**config.mk**
```make
export PLATFORM = sky130hd
export DESIGN_NAME = conv_writeback_ctrl_v2_flat
export DESIGN_NICKNAME = d
export VERILOG_FILES = /design/src/rtl/conv_writeback_ctrl_v2_if.sv /design/src/rtl/conv_writeback_ctrl_v2.sv /design/src/flat_wrapper.sv
export SDC_FILE = /design/constraint.sdc
export NUM_CORES = 1
export LEC_CHECK = 0
export ABC_CLOCK_PERIOD_IN_PS = 5230
export CORE_MARGIN = 4
export CORE_UTILIZATION = 24
export DETAILED_ROUTE_END_ITERATION = 7
export DONT_BUFFER_PORTS = 1
export GPL_ROUTABILITY_DRIVEN = 0
export PLACE_DENSITY = 0.41
export SYNTH_ARGS = -nofsm -noshare
export SYNTH_HDL_FRONTEND = slang
export SYNTH_SLANG_ARGS = --single-unit
export TNS_END_PERCENT = 20
```
**constraint.sdc**
```tcl
create_clock -name clk -period 5.23 [get_ports clk]
set_clock_uncertainty 0.1 [all_clocks]
set_input_delay 0.523 -clock clk [delete_from_list [all_inputs] [get_ports clk]]
set_output_delay 0.523 -clock clk [all_outputs]
set_load 0.005 [all_outputs]
```
**src/rtl/conv_writeback_ctrl_v2_if.sv**
```systemverilog
// Bus bundle between the writeback controller and its environment.
// The master modport is the controller's view of the bus; the slave modport is
// the view of the PE array, result DMA port and sequencer that surround it.
interface conv_writeback_ctrl_v2_if #(
  parameter int DW      = 32,
  parameter int R       = 14,
  parameter int DEPTH_W = 8
);
  localparam int RW = $clog2(R + 1);

  logic               stall;
  logic               start_init;
  logic [DEPTH_W-1:0] cfg_depth;
  logic [RW-1:0]      cfg_rows;
  logic               p_filter_end;
  logic               end_conv;
  logic [R-1:0]       row_valid;
  logic [DW*R-1:0]    row;
  logic [R-1:0]       p_write_zero;
  logic               p_init;
  logic               start_conv;
  logic               odd_cnt;
  logic [DW-1:0]      out_data;
  logic               out_valid;
  logic               out_ready;
  logic               stall_req;
  logic [1:0]         err;
  logic               busy;
  logic               end_op;

  modport master (
    input  stall, start_init, cfg_depth, cfg_rows, p_filter_end, end_conv,
           row_valid, row, out_ready,
    output p_write_zero, p_init, start_conv, odd_cnt, out_data, out_valid,
           stall_req, err, busy, end_op
  );

  modport slave (
    output stall, start_init, cfg_depth, cfg_rows, p_filter_end, end_conv,
           row_valid, row, out_ready,
    input  p_write_zero, p_init, start_conv, odd_cnt, out_data, out_valid,
           stall_req, err, busy, end_op
  );
endinterface

```
**src/rtl/conv_writeback_ctrl_v2.sv**
```systemverilog
// Writeback controller for the conv accumulator array.
// Sequences buffer init, conv start, ping-pong swap and a row-by-row drain,
// and funnels row results into an output FIFO with ready/valid backpressure.
// Sequencing outputs are registered from the state, so they trail the state by one cycle.
module conv_writeback_ctrl_v2 #(
  parameter int DW         = 32,
  parameter int R          = 14,
  parameter int DEPTH_W    = 8,
  parameter int FIFO_DEPTH = 16,
  parameter int AF_MARGIN  = 4
) (
  input logic                  clk,
  input logic                  rst_n,
  conv_writeback_ctrl_v2_if.master bus
);
  localparam int RW = $clog2(R + 1);
  localparam int AW = $clog2(FIFO_DEPTH);
  localparam int CW = AW + 1;

  typedef enum logic [3:0] {
    S_IDLE,
    S_INIT,
    S_START,
    S_WAIT_FILT,
    S_WAIT_ADD,
    S_SWAP,
    S_DRAIN,
    S_GAP,
    S_FINISH,
    S_DONE
  } state_t;

  state_t             st, st_nxt;
  logic [DEPTH_W-1:0] cnt;
  logic [RW-1:0]      k, k_nxt;
  logic [DEPTH_W-1:0] depth_q;
  logic [RW-1:0]      rows_q;
  logic               ec_latch;
  logic               odd_q;
  logic               p_init_q;
  logic               start_conv_q;
  logic [R-1:0]       pwz_q;
  logic               end_op_q;
  logic [1:0]         err_q;

  logic [DW-1:0]      mem [FIFO_DEPTH];
  logic [AW-1:0]      wr_ptr, rd_ptr;
  logic [CW-1:0]      count;

  logic               cnt_last;
  logic               start_accept;
  logic [DW-1:0]      push_data;
  logic               multi_hot;
  logic               push_req, pop, full, push_ok, overflow;

  assign cnt_last     = (cnt == depth_q - DEPTH_W'(1));
  assign start_accept = !bus.stall && (st == S_IDLE) && bus.start_init;

  // Next-state and row-index logic; each timed state counts cnt up to its length
  always_comb begin
    st_nxt = st;
    k_nxt  = k;
    case (st)
      S_IDLE:      if (bus.start_init) st_nxt = S_INIT;
      S_INIT:      if (cnt_last) st_nxt = S_START;
      S_START:     if (cnt == DEPTH_W'(3)) st_nxt = S_WAIT_FILT;
      S_WAIT_FILT: if (bus.p_filter_end) st_nxt = S_WAIT_ADD;
      S_WAIT_ADD:  if (cnt_last) st_nxt = S_SWAP;
      S_SWAP:      st_nxt = S_DRAIN;
      S_DRAIN: begin
        if (cnt_last) begin
          if (k == rows_q - RW'(1)) begin
            k_nxt  = '0;
            st_nxt = ec_latch ? S_FINISH : S_WAIT_FILT;
          end else begin
            k_nxt  = k + RW'(1);
            st_nxt = S_GAP;
          end
        end
      end
      S_GAP:       st_nxt = S_DRAIN;
      S_FINISH:    if (count == '0) st_nxt = S_DONE;
      S_DONE:      st_nxt = S_IDLE;
      default:     st_nxt = S_IDLE;
    endcase
  end

  // State, cycle counter, row index and latched config; all frozen by stall
  always_ff @(posedge clk or negedge rst_n) begin
    if (!rst_n) begin
      st      <= S_IDLE;
      cnt     <= '0;
      k       <= '0;
      depth_q <= DEPTH_W'(1);
      rows_q  <= RW'(R);
    end else if (!bus.stall) begin
      st  <= st_nxt;
      cnt <= (st_nxt != st) ? '0 : cnt + DEPTH_W'(1);
      k   <= k_nxt;
      if (start_accept) begin
        depth_q <= (bus.cfg_depth == '0) ? DEPTH_W'(1) : bus.cfg_depth;
        rows_q  <= ((bus.cfg_rows == '0) || (bus.cfg_rows > RW'(R))) ? RW'(R) : bus.cfg_rows;
      end
    end
  end

  // Registered sequencing outputs derived from the current state
  always_ff @(posedge clk or negedge rst_n) begin
    if (!rst_n) begin
      p_init_q     <= 1'b0;
      start_conv_q <= 1'b0;
      pwz_q        <= '0;
      end_op_q     <= 1'b0;
      odd_q        <= 1'b0;
    end else if (!bus.stall) begin
      p_init_q     <= (st == S_INIT);
      start_conv_q <= (st == S_START) || (st == S_SWAP);
      pwz_q        <= (st == S_DRAIN) ? ({{(R-1){1'b0}}, 1'b1} << k) : '0;
      end_op_q     <= (st == S_DONE);
      if (st == S_SWAP) odd_q <= ~odd_q;
    end
  end

  // Last-pass marker: captured whenever seen, consumed once the op reaches FINISH
  always_ff @(posedge clk or negedge rst_n) begin
    if (!rst_n) ec_latch <= 1'b0;
    else if (st == S_FINISH) ec_latch <= 1'b0;
    else if (bus.end_conv) ec_latch <= 1'b1;
  end

  // Priority pick of the lowest-index valid row for the FIFO write
  always_comb begin
    push_data = '0;
    for (int i = R - 1; i >= 0; i--) begin
      if (bus.row_valid[i]) push_data = bus.row[i*DW +: DW];
    end
  end

  assign multi_hot = (bus.row_valid & (bus.row_valid - R'(1))) != '0;
  assign push_req  = !bus.stall && (bus.row_valid != '0);
  assign pop       = bus.out_valid && bus.out_ready;
  assign full      = (count == CW'(FIFO_DEPTH));
  assign push_ok   = push_req && (!full || pop);
  assign overflow  = push_req && full && !pop;

  // FIFO storage; contents need no reset because the count gates visibility
  always_ff @(posedge clk) begin
    if (push_ok) mem[wr_ptr] <= push_data;
  end

  // FIFO pointers and occupancy
  always_ff @(posedge clk or negedge rst_n) begin
    if (!rst_n) begin
      wr_ptr <= '0;
      rd_ptr <= '0;
      count  <= '0;
    end else begin
      if (push_ok) wr_ptr <= wr_ptr + AW'(1);
      if (pop)     rd_ptr <= rd_ptr + AW'(1);
      case ({push_ok, pop})
        2'b10:   count <= count + CW'(1);
        2'b01:   count <= count - CW'(1);
        default: count <= count;
      endcase
    end
  end

  // Sticky error flags, wiped when a new op is accepted; fresh errors still land
  always_ff @(posedge clk or negedge rst_n) begin
    if (!rst_n) err_q <= 2'b00;
    else err_q <= (start_accept ? 2'b00 : err_q) | {overflow, push_req && multi_hot};
  end

  assign bus.p_init       = p_init_q;
  assign bus.start_conv   = start_conv_q;
  assign bus.p_write_zero = pwz_q;
  assign bus.odd_cnt      = odd_q;
  assign bus.end_op       = end_op_q;
  assign bus.err          = err_q;
  assign bus.busy         = (st != S_IDLE);
  assign bus.out_valid    = (count != '0);
  assign bus.out_data     = bus.out_valid ? mem[rd_ptr] : '0;
  assign bus.stall_req    = (count >= CW'(FIFO_DEPTH - AF_MARGIN));
endmodule

```
**src/flat_wrapper.sv**
```systemverilog
// flat-port wrapper written by rule: the top's interface ports become plain ports
module conv_writeback_ctrl_v2_flat 
#(
  parameter int DW         = 32,
  parameter int R          = 14,
  parameter int DEPTH_W    = 8,
  parameter int FIFO_DEPTH = 16,
  parameter int AF_MARGIN  = 4
)
  (clk, rst_n, bus_stall, bus_start_init, bus_cfg_depth, bus_cfg_rows, bus_p_filter_end, bus_end_conv, bus_row_valid, bus_row, bus_out_ready, bus_p_write_zero, bus_p_init, bus_start_conv, bus_odd_cnt, bus_out_data, bus_out_valid, bus_stall_req, bus_err, bus_busy, bus_end_op);
  conv_writeback_ctrl_v2_if #(.DW(DW), .R(R), .DEPTH_W(DEPTH_W)) bus_i ();
  input logic clk;
  input logic rst_n;
  input wire logic [$bits(bus_i.stall)-1:0] bus_stall;
  input wire logic [$bits(bus_i.start_init)-1:0] bus_start_init;
  input wire logic [$bits(bus_i.cfg_depth)-1:0] bus_cfg_depth;
  input wire logic [$bits(bus_i.cfg_rows)-1:0] bus_cfg_rows;
  input wire logic [$bits(bus_i.p_filter_end)-1:0] bus_p_filter_end;
  input wire logic [$bits(bus_i.end_conv)-1:0] bus_end_conv;
  input wire logic [$bits(bus_i.row_valid)-1:0] bus_row_valid;
  input wire logic [$bits(bus_i.row)-1:0] bus_row;
  input wire logic [$bits(bus_i.out_ready)-1:0] bus_out_ready;
  output wire logic [$bits(bus_i.p_write_zero)-1:0] bus_p_write_zero;
  output wire logic [$bits(bus_i.p_init)-1:0] bus_p_init;
  output wire logic [$bits(bus_i.start_conv)-1:0] bus_start_conv;
  output wire logic [$bits(bus_i.odd_cnt)-1:0] bus_odd_cnt;
  output wire logic [$bits(bus_i.out_data)-1:0] bus_out_data;
  output wire logic [$bits(bus_i.out_valid)-1:0] bus_out_valid;
  output wire logic [$bits(bus_i.stall_req)-1:0] bus_stall_req;
  output wire logic [$bits(bus_i.err)-1:0] bus_err;
  output wire logic [$bits(bus_i.busy)-1:0] bus_busy;
  output wire logic [$bits(bus_i.end_op)-1:0] bus_end_op;
  assign bus_i.stall = bus_stall;
  assign bus_i.start_init = bus_start_init;
  assign bus_i.cfg_depth = bus_cfg_depth;
  assign bus_i.cfg_rows = bus_cfg_rows;
  assign bus_i.p_filter_end = bus_p_filter_end;
  assign bus_i.end_conv = bus_end_conv;
  assign bus_i.row_valid = bus_row_valid;
  assign bus_i.row = bus_row;
  assign bus_i.out_ready = bus_out_ready;
  assign bus_p_write_zero = bus_i.p_write_zero;
  assign bus_p_init = bus_i.p_init;
  assign bus_start_conv = bus_i.start_conv;
  assign bus_odd_cnt = bus_i.odd_cnt;
  assign bus_out_data = bus_i.out_data;
  assign bus_out_valid = bus_i.out_valid;
  assign bus_stall_req = bus_i.stall_req;
  assign bus_err = bus_i.err;
  assign bus_busy = bus_i.busy;
  assign bus_end_op = bus_i.end_op;
  conv_writeback_ctrl_v2 #(.DW(DW), .R(R), .DEPTH_W(DEPTH_W), .FIFO_DEPTH(FIFO_DEPTH), .AF_MARGIN(AF_MARGIN)) u_core (.clk(clk), .rst_n(rst_n), .bus(bus_i));
endmodule
```
**After elaboration in Yosys (flattened, before gate mapping)**

Memory sizes are Yosys's and may differ from the RTL's.
Index checks and enable logic that the tools add are counted.

- Memories kept: 1
- Input bits: 481
- Bits in writable memories: 512
- Bits in registers: 62
- Output and inout bits: 55
- Word-level logic and storage cells: 112

Memory list:

| memory | depth | bits a word | read ports | clocked after Yosys merged registers in | wr ports | RTL line | RTL |
|---|---|---|---|---|---|---|---|
| u_core.mem | 16 | 32 | 1 | 0 | 1 | conv_writeback_ctrl_v2.sv:46 | `logic [DW-1:0] mem [FIFO_DEPTH];` |

- Add/subtract/negate cells: 9
- $lt $le $gt $ge: 2
- Bitwise logic cells: 4
- Shift-type cells: 1
- Equal/unequal tests: 16
- Reduce and logical (&&, ||, !) cells: 28
- Multiplexer cells: 36

Operators with widths:

| cell | count |
|---|---|
| two-way mux 32 bit | 15 |
| two-way mux 4 bit | 11 |
| one-hot mux 4 bit (8 select lines) | 1 |
| nonzero test 14 bit | 2 |
| equality test 4 x 3 -> 1 bit, second input constant | 4 |
| two-way mux 8 bit | 2 |
| bitwise AND 14 bit | 1 |
| two-way mux 14 bit | 1 |
| left shift 1 x 4 -> 14 bit, first input constant | 1 |
| subtractor 14 x 1 -> 14 bit, second input constant | 1 |
| adder 4 x 1 -> 4 bit, second input constant | 3 |
| one-hot mux 5 bit (2 select lines) | 1 |
| adder 8 x 1 -> 8 bit, second input constant | 1 |
| equality test 4 x 2 -> 1 bit, second input constant | 2 |
| equality test 4 bit, second input constant | 2 |
| equality test 8 x 2 -> 1 bit, second input constant | 1 |
| equality test 8 bit | 1 |
| logical AND 1 bit | 8 |
| zero test 4 bit | 2 |
| zero test 8 bit | 1 |
| subtractor 8 x 1 -> 8 bit, second input constant | 1 |
| adder 5 x 1 -> 5 bit, second input constant | 1 |
| equality test 5 bit, second input constant | 1 |
| greater-or-equal comparator 5 x 4 -> 1 bit, second input constant | 1 |
| other kinds (21) | 31 |

**Depth between registers and ports, before layout**

Gate-level depths: netlist (run 1).

- Depth in word-level cells: 14
- Depth in mapped cells: 13
- Mapped depth without buffers: 12

**Least setup slack after synthesis (run 1)**

No wires, ideal clock.

- Kind: input port to flip-flop
- Start point: input port bus_row_valid[0]
- End point: memory u_core.mem[0][0], enable pin
- Path slack: 0.092 ns
- Library setup time: 0.502 ns
- Data required time: 4.628 ns
- Path buffers: 1
- Arrival time: 4.537 ns
- Stages on the path: 7
- Cells stage by stage: or2_2 clkbuf_1 nand4bb_1 nor4b_2 a21oi_1 nand2_1 nor4_1

- Word-level cells in the longest chain between the ends: 5

RTL lines:

| element | RTL line | RTL |
|---|---|---|
| start, declared | flat_wrapper.sv:20 | `input wire logic [$bits(bus_i.row_valid)-1:0] bus_row_valid;` |
| nonzero test 14 bit | conv_writeback_ctrl_v2.sv:140 | `assign push_req = !bus.stall && (bus.row_valid != '0);` |
| logical AND 1 bit | conv_writeback_ctrl_v2.sv:140 |  |
| logical AND 1 bit | conv_writeback_ctrl_v2.sv:143 | `assign push_ok = push_req && (!full \|\| pop);` |
| two-way mux 1 bit | conv_writeback_ctrl_v2.sv:148 | `if (push_ok) mem[wr_ptr] <= push_data;` |
| two-way mux 1 bit (not written as such) | conv_writeback_ctrl_v2.sv:148 |  |
| end, declared | conv_writeback_ctrl_v2.sv:46 |  |

No other way between the ends.

**Final worst setup path (run 1)**

- Start point: register u_core.rd_ptr[0]
- End point: output port bus_out_data[12]

- Word-level cells in the longest chain between the ends: 2

RTL lines:

| element | RTL line | RTL |
|---|---|---|
| start, declared | conv_writeback_ctrl_v2.sv:47 | `logic [AW-1:0] wr_ptr, rd_ptr;` |
| start signal, assigned | conv_writeback_ctrl_v2.sv:159 | `if (pop) rd_ptr <= rd_ptr + AW'(1);` |
| memory (16 x 32 bit) | - |  |
| two-way mux 32 bit | conv_writeback_ctrl_v2.sv:182 | `assign bus.out_data = bus.out_valid ? mem[rd_ptr] : '0;` |
| end, declared | flat_wrapper.sv:27 | `output wire logic [$bits(bus_i.out_data)-1:0] bus_out_data;` |

No other way between the ends.

==> results.py, run 1 <==
metrics = {
    "status": {
        "outcome": "complete, no violations",
    },
    "setup_path": {
        "worstSetupPathType": "flop to output pin",
        "worstPathRequired_ns": 4.61,
        "reg2reg_slack_ns": 1.97,
        "reg2reg_from": "u_core.count[1]$_DFFE_PN0P_",
        "crit_fanout": 33,
        "r2r_cells": 13,
        "r2r-end": "u_core.count[4]$_DFFE_PN0P_",
        "cp-start-kind": "flop",
        "arrival_ns": 3.36,
        "cp-end-kind": "output pin",
    },
    "global_routing": {
        "grt_pass1_wl_um": 136000,
        "grt_pass1_vias": 17900,
        "antenna_found_initial": 27,
        "grt_usage_pct": 16.0,
        "overflow": 0,
        "grt_max_degree": 69,
    },
    "clocking": {
        "clkSinkCount": 574,
        "cts_root_buffer": "clkbuf_16",
        "clk_pin_slew_worst_paths_ns": 0.06,
        "numCtsBuffers": 66,
        "tritoncts": "built",
        "cts_max_path_buffers": 3,
        "post_cts_buffers": 0,
        "htreeDepth": 3,
        "worstSkewPairLatency_ns": 0.60,
    },
    "drt": {
        "drtIter0Drc": 1323,
        "drc": 0,
        "dr.pass1.iters": 8,
        "viasPerCell": 4.95,
        "final_antenna_net_count": 0,
        "drt_wl_total_um": 97000,
        "vias": 16800,
        "routedWlPerCell_um": 28.6,
    },
    "worst_hold_path": {
        "min_to": "u_core.cnt[2]$_DFFE_PN0N_",
        "min_path_type": "primary input to flop",
        "min_from": "bus_stall",
        "whs_path_depth": 2,
    },
    "synthesis": {
        "netlist_area_mm2": 0.0271,
        "yosysSeqAreaShare_pct": 62.5,
        "syn_inst": 1831,
        "avgSynthCellArea_um2": 14.8,
        "muxShareOfSynthArea_pct": 13.8,
        "synth-simple-area-share_pct": 7.27,
        "synthArstFlopShare_pct": 10.8,
        "synth-seq-cells": 574,
        "synthAdderAreaFrac_pct": 0.897,
        "synth_edf_count": 512,
        "synthXorXnorAreaFrac_pct": 0.874,
        "ys_types": 64,
        "synth_top_family_by_area": "multiplexers",
        "syn-num-nets": 2330,
        "synth_compound_area_share_pct": 11.4,
        "yosys_warnings": 0,
        "synth_ff_type": "edfxtp_1",
    },
    "sta": {
        "hold_violations": 0,
        "post-route-min-period_ns": 3.98,
        "drv_slew": 0,
        "fin_crit_sh_pct": 76.1,
        "fmax_ghz": 0.251,
        "tightest_slew_ns": 1.21,
        "finalSetupViolCount": 0,
        "maxSlewHeadroom_pct": 19.1,
        "rsz0062_at_grt": "no",
        "setup_tns_ns": 0,
    },
    "run": {
        "drv_cap": 0,
    },
    "pwr": {
        "powerDensity_mw_per_mm2": 478,
        "power_mw": 15.1,
        "p_switching_mw": 4.73,
        "vdd_drop_max_v": 0.000307,
        "swShare_pct": 31.3,
        "seqPwrFrac_pct": 40.4,
        "leakagePower_nw": 10.2,
        "p_int_mw": 10.4,
        "comb_power_share_pct": 29.2,
        "clock_power_share_pct": 30.5,
    },
    "place": {
        "hpwlAfterDp_um": 69200,
        "io_buffers": 0,
        "place_inst": 3229,
    },
    "die": {
        "initial_core_util_pct": 24.3,
        "dieWidth_um": 344,
        "dieArea_mm2": 0.118,
        "rows": 122,
        "die_h_um": 344,
        "coreArea_mm2": 0.111,
        "ios": 536,
    },
    "layout": {
        "layout_common_cells": "edfxtp_1, mux4_2, a21oi_1",
        "area_growth_syn_to_layout_pct": 16.6,
        "drive_gt1_share_pct": 21.2,
        "final_common_cell": "edfxtp_1",
        "stdcell_count": 3390,
        "finalNetCount": 2328,
    },
}
## cells in the mapped netlist, types with 3 or more instances
master | instances | area [um2]
a211oi_1 | 32 | 240
a21o_1 | 10 | 75.1
a21oi_1 | 113 | 566
a221o_1 | 32 | 320
a221oi_1 | 64 | 561
a22oi_1 | 51 | 383
a31oi_1 | 20 | 125
and2_1 | 37 | 231
buf_1 | 14 | 52.6
buf_2 | 13 | 65.1
clkbuf_1 | 119 | 447
dfrtp_1 | 58 | 1450
dfstp_2 | 4 | 105
edfxtp_1 | 512 | 15400
ha_1 | 17 | 213
inv_1 | 86 | 323
mux2_2 | 9 | 101
mux4_2 | 160 | 3600
nand2_1 | 71 | 267
nand2b_1 | 44 | 275
nand3_1 | 12 | 60.1
nand3b_1 | 3 | 22.5
nand4_1 | 6 | 37.5
nor2_1 | 59 | 221
nor2b_1 | 68 | 425
nor3_1 | 35 | 175
nor4_1 | 7 | 43.8
o21ai_0 | 48 | 240
o31ai_1 | 53 | 398
or3_1 | 6 | 37.5
xnor2_1 | 17 | 149
xor2_1 | 10 | 87.6
## power by group through the flow
| stage | registers, mW | clock network, mW | logic, mW |
|---|---|---|---|
| 3_5_place_dp | 6.21 | 0 | 4.55 |
| 6_report | 6.09 | 4.60 | 4.41 |
| 5_1_grt | 6.17 | 4.94 | 4.78 |
| 4_1_cts | 6.11 | 4.75 | 4.59 |
| 2_1_floorplan | 5.85 | 0 | 3.21 |
| 3_3_place_gp | 6.19 | 0 | 4.53 |
## worst max path at each step
stage	startpoint	end	slack [ns]
6_report	u_core.rd_ptr[0]$_DFFE_PN0P_	bus_out_data[12]	1.25
5_1_grt	u_core.rd_ptr[0]$_DFFE_PN0P_	bus_out_data[29]	1.07
4_1_cts	u_core.rd_ptr[0]$_DFFE_PN0P_	bus_out_data[12]	1.12
3_5_place_dp	bus_row_valid[13]	u_core.mem[10][27]$_DFFE_PP_	1.15
3_3_place_gp	bus_row_valid[13]	u_core.mem[11][23]$_DFFE_PP_	1.31
2_1_floorplan	bus_row_valid[0]	u_core.mem[0][0]$_DFFE_PP_	0.09
## final cells by class
class	instances	area, um2
Antenna cell	24	60.1
Clock buffer	79	1750
Clock inverter	38	399
Fill cell	11200	79700
Inverter	86	323
Multi-Input combinational cell	1025	9500
Sequential cell	574	16900
Tap cell	1488	1860
Timing Repair Buffer	76	711
## worst max-delay path, stage by stage (launching register included)
cell	delay, ns
dfrtp_4	0.89
buf_12	0.37
mux4_2	0.61
mux4_2	0.60
and2_1	0.24
## registers in the layout (all words and copies together) (netlist names), 2 cells and up
name	cells
u_core.rows_q	4
u_core.wr_ptr	4
u_core.cnt	8
u_core.rd_ptr	4
u_core.bus.p_write_zero	14
u_core.k	4
u_core.count	5
u_core.bus.err	2
u_core.depth_q	8
u_core.mem	512
u_core.st	4
## cells by family (layout without fill, tap and decap cells)
group                      Yosys count  after routing
DFF                                574            574
adders and majority gates           19             19
muxes                              171            171
xor gates and xnor gates            27             27
and+or+nand+nor                    366            366
buffers and inverters              232            279
AOI/OAI and AO/OA                  442            442
other                                0             24
## routing by layer
| layer | GRT usage [%] | up-vias | part of all wire [%] |
|---|---|---|---|
| li1 | - | 7312 | - |
| met1 | 19.3 | 8707 | 40 |
| met2 | 27.8 | 608 | 51 |
| met3 | 3.39 | 160 | 5.4 |
| met4 | 6.41 | 6 | 4.0 |
| met5 | 0 | - | 0.048 |
## metrics by stage
step	cell area (um2)	util, %	setup slack [ns]	hold WS, ns
floorplan	27100	-	0.0918	0.127
global placement	29100	26.2	1.31	0.131
detailed placement	29100	26.2	1.15	0.130
CTS	31500	28.3	1.12	0.000998
global route	31500	28.3	1.07	0.0286
finish	31600	28.4	1.25	0.0440
## timing repair
item,CTS,global route
hold buffers,20,0
hold endpoints to repair,102,0
resized for setup,0,0
(Power assumes the default switching activity.)
==> run 2: changes to the inputs <==
ABC_CLOCK_PERIOD_IN_PS = 3400   (was 5230)
PLACE_DENSITY = 0.42   (was 0.41)
clock period = 3.4 ns   (was 5.23 ns; I/O delays follow)
==> run 2 against run 1 <==
Critical path depth grew 1; highest routed layer unchanged; global-route usage rose by 0.64 points; die area stayed put; clock power rose by 38%; wire length is 4.4% higher; design area increased by 1.6%; utilization up 0.46 points; register-to-register slack got worse by 1.7 ns; non-clock buffer count rose by 55; first-iteration DRC count increased by 10%.
==> results.py, run 2 (synthesized netlist as in run 1, its figures left out) <==
metrics = {
    "layout": {
        "finalNetCount": 2376,
        "multi_input_area_mm2": 0.00957,
        "stdcell_count": 3433,
        "area_growth_syn_to_layout_pct": 18.5,
        "fillers": 11100,
        "final_common_cell": "edfxtp_1",
        "seq_area_mm2": 0.0169,
        "regMostFlops": "u_core.mem",
        "largest_reg_flops": 512,
        "drive_gt1_share_pct": 22.4,
        "layout_common_cells": "edfxtp_1, mux4_2, a21oi_1",
    },
    "die": {
        "rows": 122,
        "die_h_um": 344,
        "dieArea_mm2": 0.118,
        "ios": 536,
        "initial_core_util_pct": 24.3,
        "dieWidth_um": 344,
        "coreArea_mm2": 0.111,
    },
    "setup_path": {
        "worstPathRequired_ns": 2.96,
        "r2r-end": "u_core.count[4]$_DFFE_PN0P_",
        "crit_path_top_delay_cell": "mux4_2",
        "crit_path_max_incr_delay_ns": 0.56,
        "reg2reg_from": "u_core.count[1]$_DFFE_PN0P_",
        "arrival_ns": 2.79,
        "reg2reg_slack_ns": 0.29,
        "worstSetupPathType": "flop to output pin",
        "r2r_cells": 12,
        "crit_fanout": 16,
        "cp-start-kind": "flop",
        "cp-end-kind": "output pin",
        "path_cells": "buf_12 -> buf_12 -> mux4_2 -> mux4_2 -> and2_1",
    },
    "worst_hold_path": {
        "min_from": "bus_row[13]",
        "whs_path_depth": 3,
        "min_path_type": "primary input to flop",
        "min_to": "u_core.mem[5][13]$_DFFE_PP_",
    },
    "drt": {
        "drtIter0Drc": 1459,
        "drt_wl_total_um": 101000,
        "viasPerCell": 5.04,
        "final_antenna_net_count": 0,
        "routedWlPerCell_um": 29.5,
        "drc": 0,
        "vias": 17300,
        "dr.pass1.iters": 7,
    },
    "sta": {
        "post-route-min-period_ns": 3.23,
        "fmax_ghz": 0.309,
        "tightest_slew_ns": 1.30,
        "maxSlewHeadroom_pct": 12.7,
        "drv_slew": 0,
        "fin_crit_sh_pct": 95.0,
        "holdWs_ns": 0.0369,
        "rsz0062_at_grt": "no",
        "hold_violations": 0,
        "finalSetupViolCount": 0,
        "setup_ws_ns": 0.168,
    },
    "global_routing": {
        "overflow": 0,
        "grt_max_degree": 69,
        "grt_pass1_vias": 17900,
        "grt_usage_pct": 16.6,
        "antenna_found_initial": 25,
        "grt_pass1_wl_um": 139000,
    },
    "place": {
        "place_inst": 3271,
        "pre_cts_slack_ns": -0.555,
        "io_buffers": 0,
        "hpwlAfterDp_um": 71300,
    },
    "clocking": {
        "htreeDepth": 2,
        "clk_pin_slew_worst_paths_ns": 0.06,
        "clkSinkCount": 574,
        "worstSkewPairLatency_ns": 0.63,
        "numCtsBuffers": 59,
        "cts_root_buffer": "clkbuf_16",
        "cts_max_path_buffers": 3,
        "tritoncts": "built",
    },
    "pwr": {
        "powerDensity_mw_per_mm2": 717,
        "power_mw": 23.0,
        "leakagePower_nw": 10.4,
        "vdd_drop_max_v": 0.000475,
    },
    "status": {
        "outcome": "complete, no violations",
    },
    "run": {
        "drv_cap": 0,
    },
}
## run 2: cell types whose count changed in the layout (fill, tap and decap cells not counted), moves of 7 or more
cell and delta:
buf_4 +23, clkbuf_16 -9, dlygate4sd3_1 +9, buf_12 +22
clkbuf_1 +7
## run 2: how the worst max path moves through the flow
stage	from	end	slack [ns]	depth (start not counted)
final	u_core.rd_ptr[0]$_DFFE_PN0P_	bus_out_data[26]	0.17	5
after global routing	u_core.rd_ptr[0]$_DFFE_PN0P_	bus_out_data[5]	0.06	5
after CTS	bus_row_valid[13]	u_core.mem[8][27]$_DFFE_PP_	0.1	10
after detailed placement	bus_row_valid[13]	u_core.mem[4][27]$_DFFE_PP_	-0.55	10
after global placement	bus_row_valid[13]	u_core.mem[4][27]$_DFFE_PP_	-0.51	10
after floorplan	bus_row_valid[0]	u_core.mem[0][0]$_DFFE_PP_	-0.25	7
## run 2: where the power goes
group | internal, mW | switching, mW
Clock | 3.58 | 2.75
Combinational | 3.48 | 4.06
Sequential | 8.63 | 0.517
## run 2: area by class of cell
class	count	share of cell area [%]
antenna	22	0.172
sequential	574	52.8
tap	1488	5.81
inverter	86	1.01
clock inverter	28	0.975
timing repair buffer	131	4.46
multi-input combinational	1025	29.8
clock buffer	79	4.93
## run 2: layer usage
layer / GRT usage [%] / routed length [um] / vias up
met5: 0 / 27 / -
met2: 29.6 / 52500 / 713
met1: 19.9 / 39000 / 8997
met4: 6.50 / 3940 / 4
li1: - / - / 7415
met3: 3.20 / 5750 / 164
## run 2: repair_timing
action,CTS,global route
setup endpoints to repair,31,10
hold buffers,29,0
hold endpoints to repair,179,0
resized for setup,0,1
buffers inserted,4,0
gates cloned,0,0
## run 2: worst max-delay path, delay by kind of cell (launching register included)
family	cells	cell delay, ns
DFF	1	0.43
and+or+nand+nor	1	0.23
muxes	2	1.11
buffers and inverters	2	0.38
## run 2: per-stage QoR
stage	setup TNS [ns]	utilization [%]	cell area (um2)
finish	0	28.8	32100
global route	0	28.8	32100
CTS	0	28.8	32000
detailed placement	-13.12	26.7	29700
global placement	-8.97	26.7	29700
floorplan	-61.94	-	27100
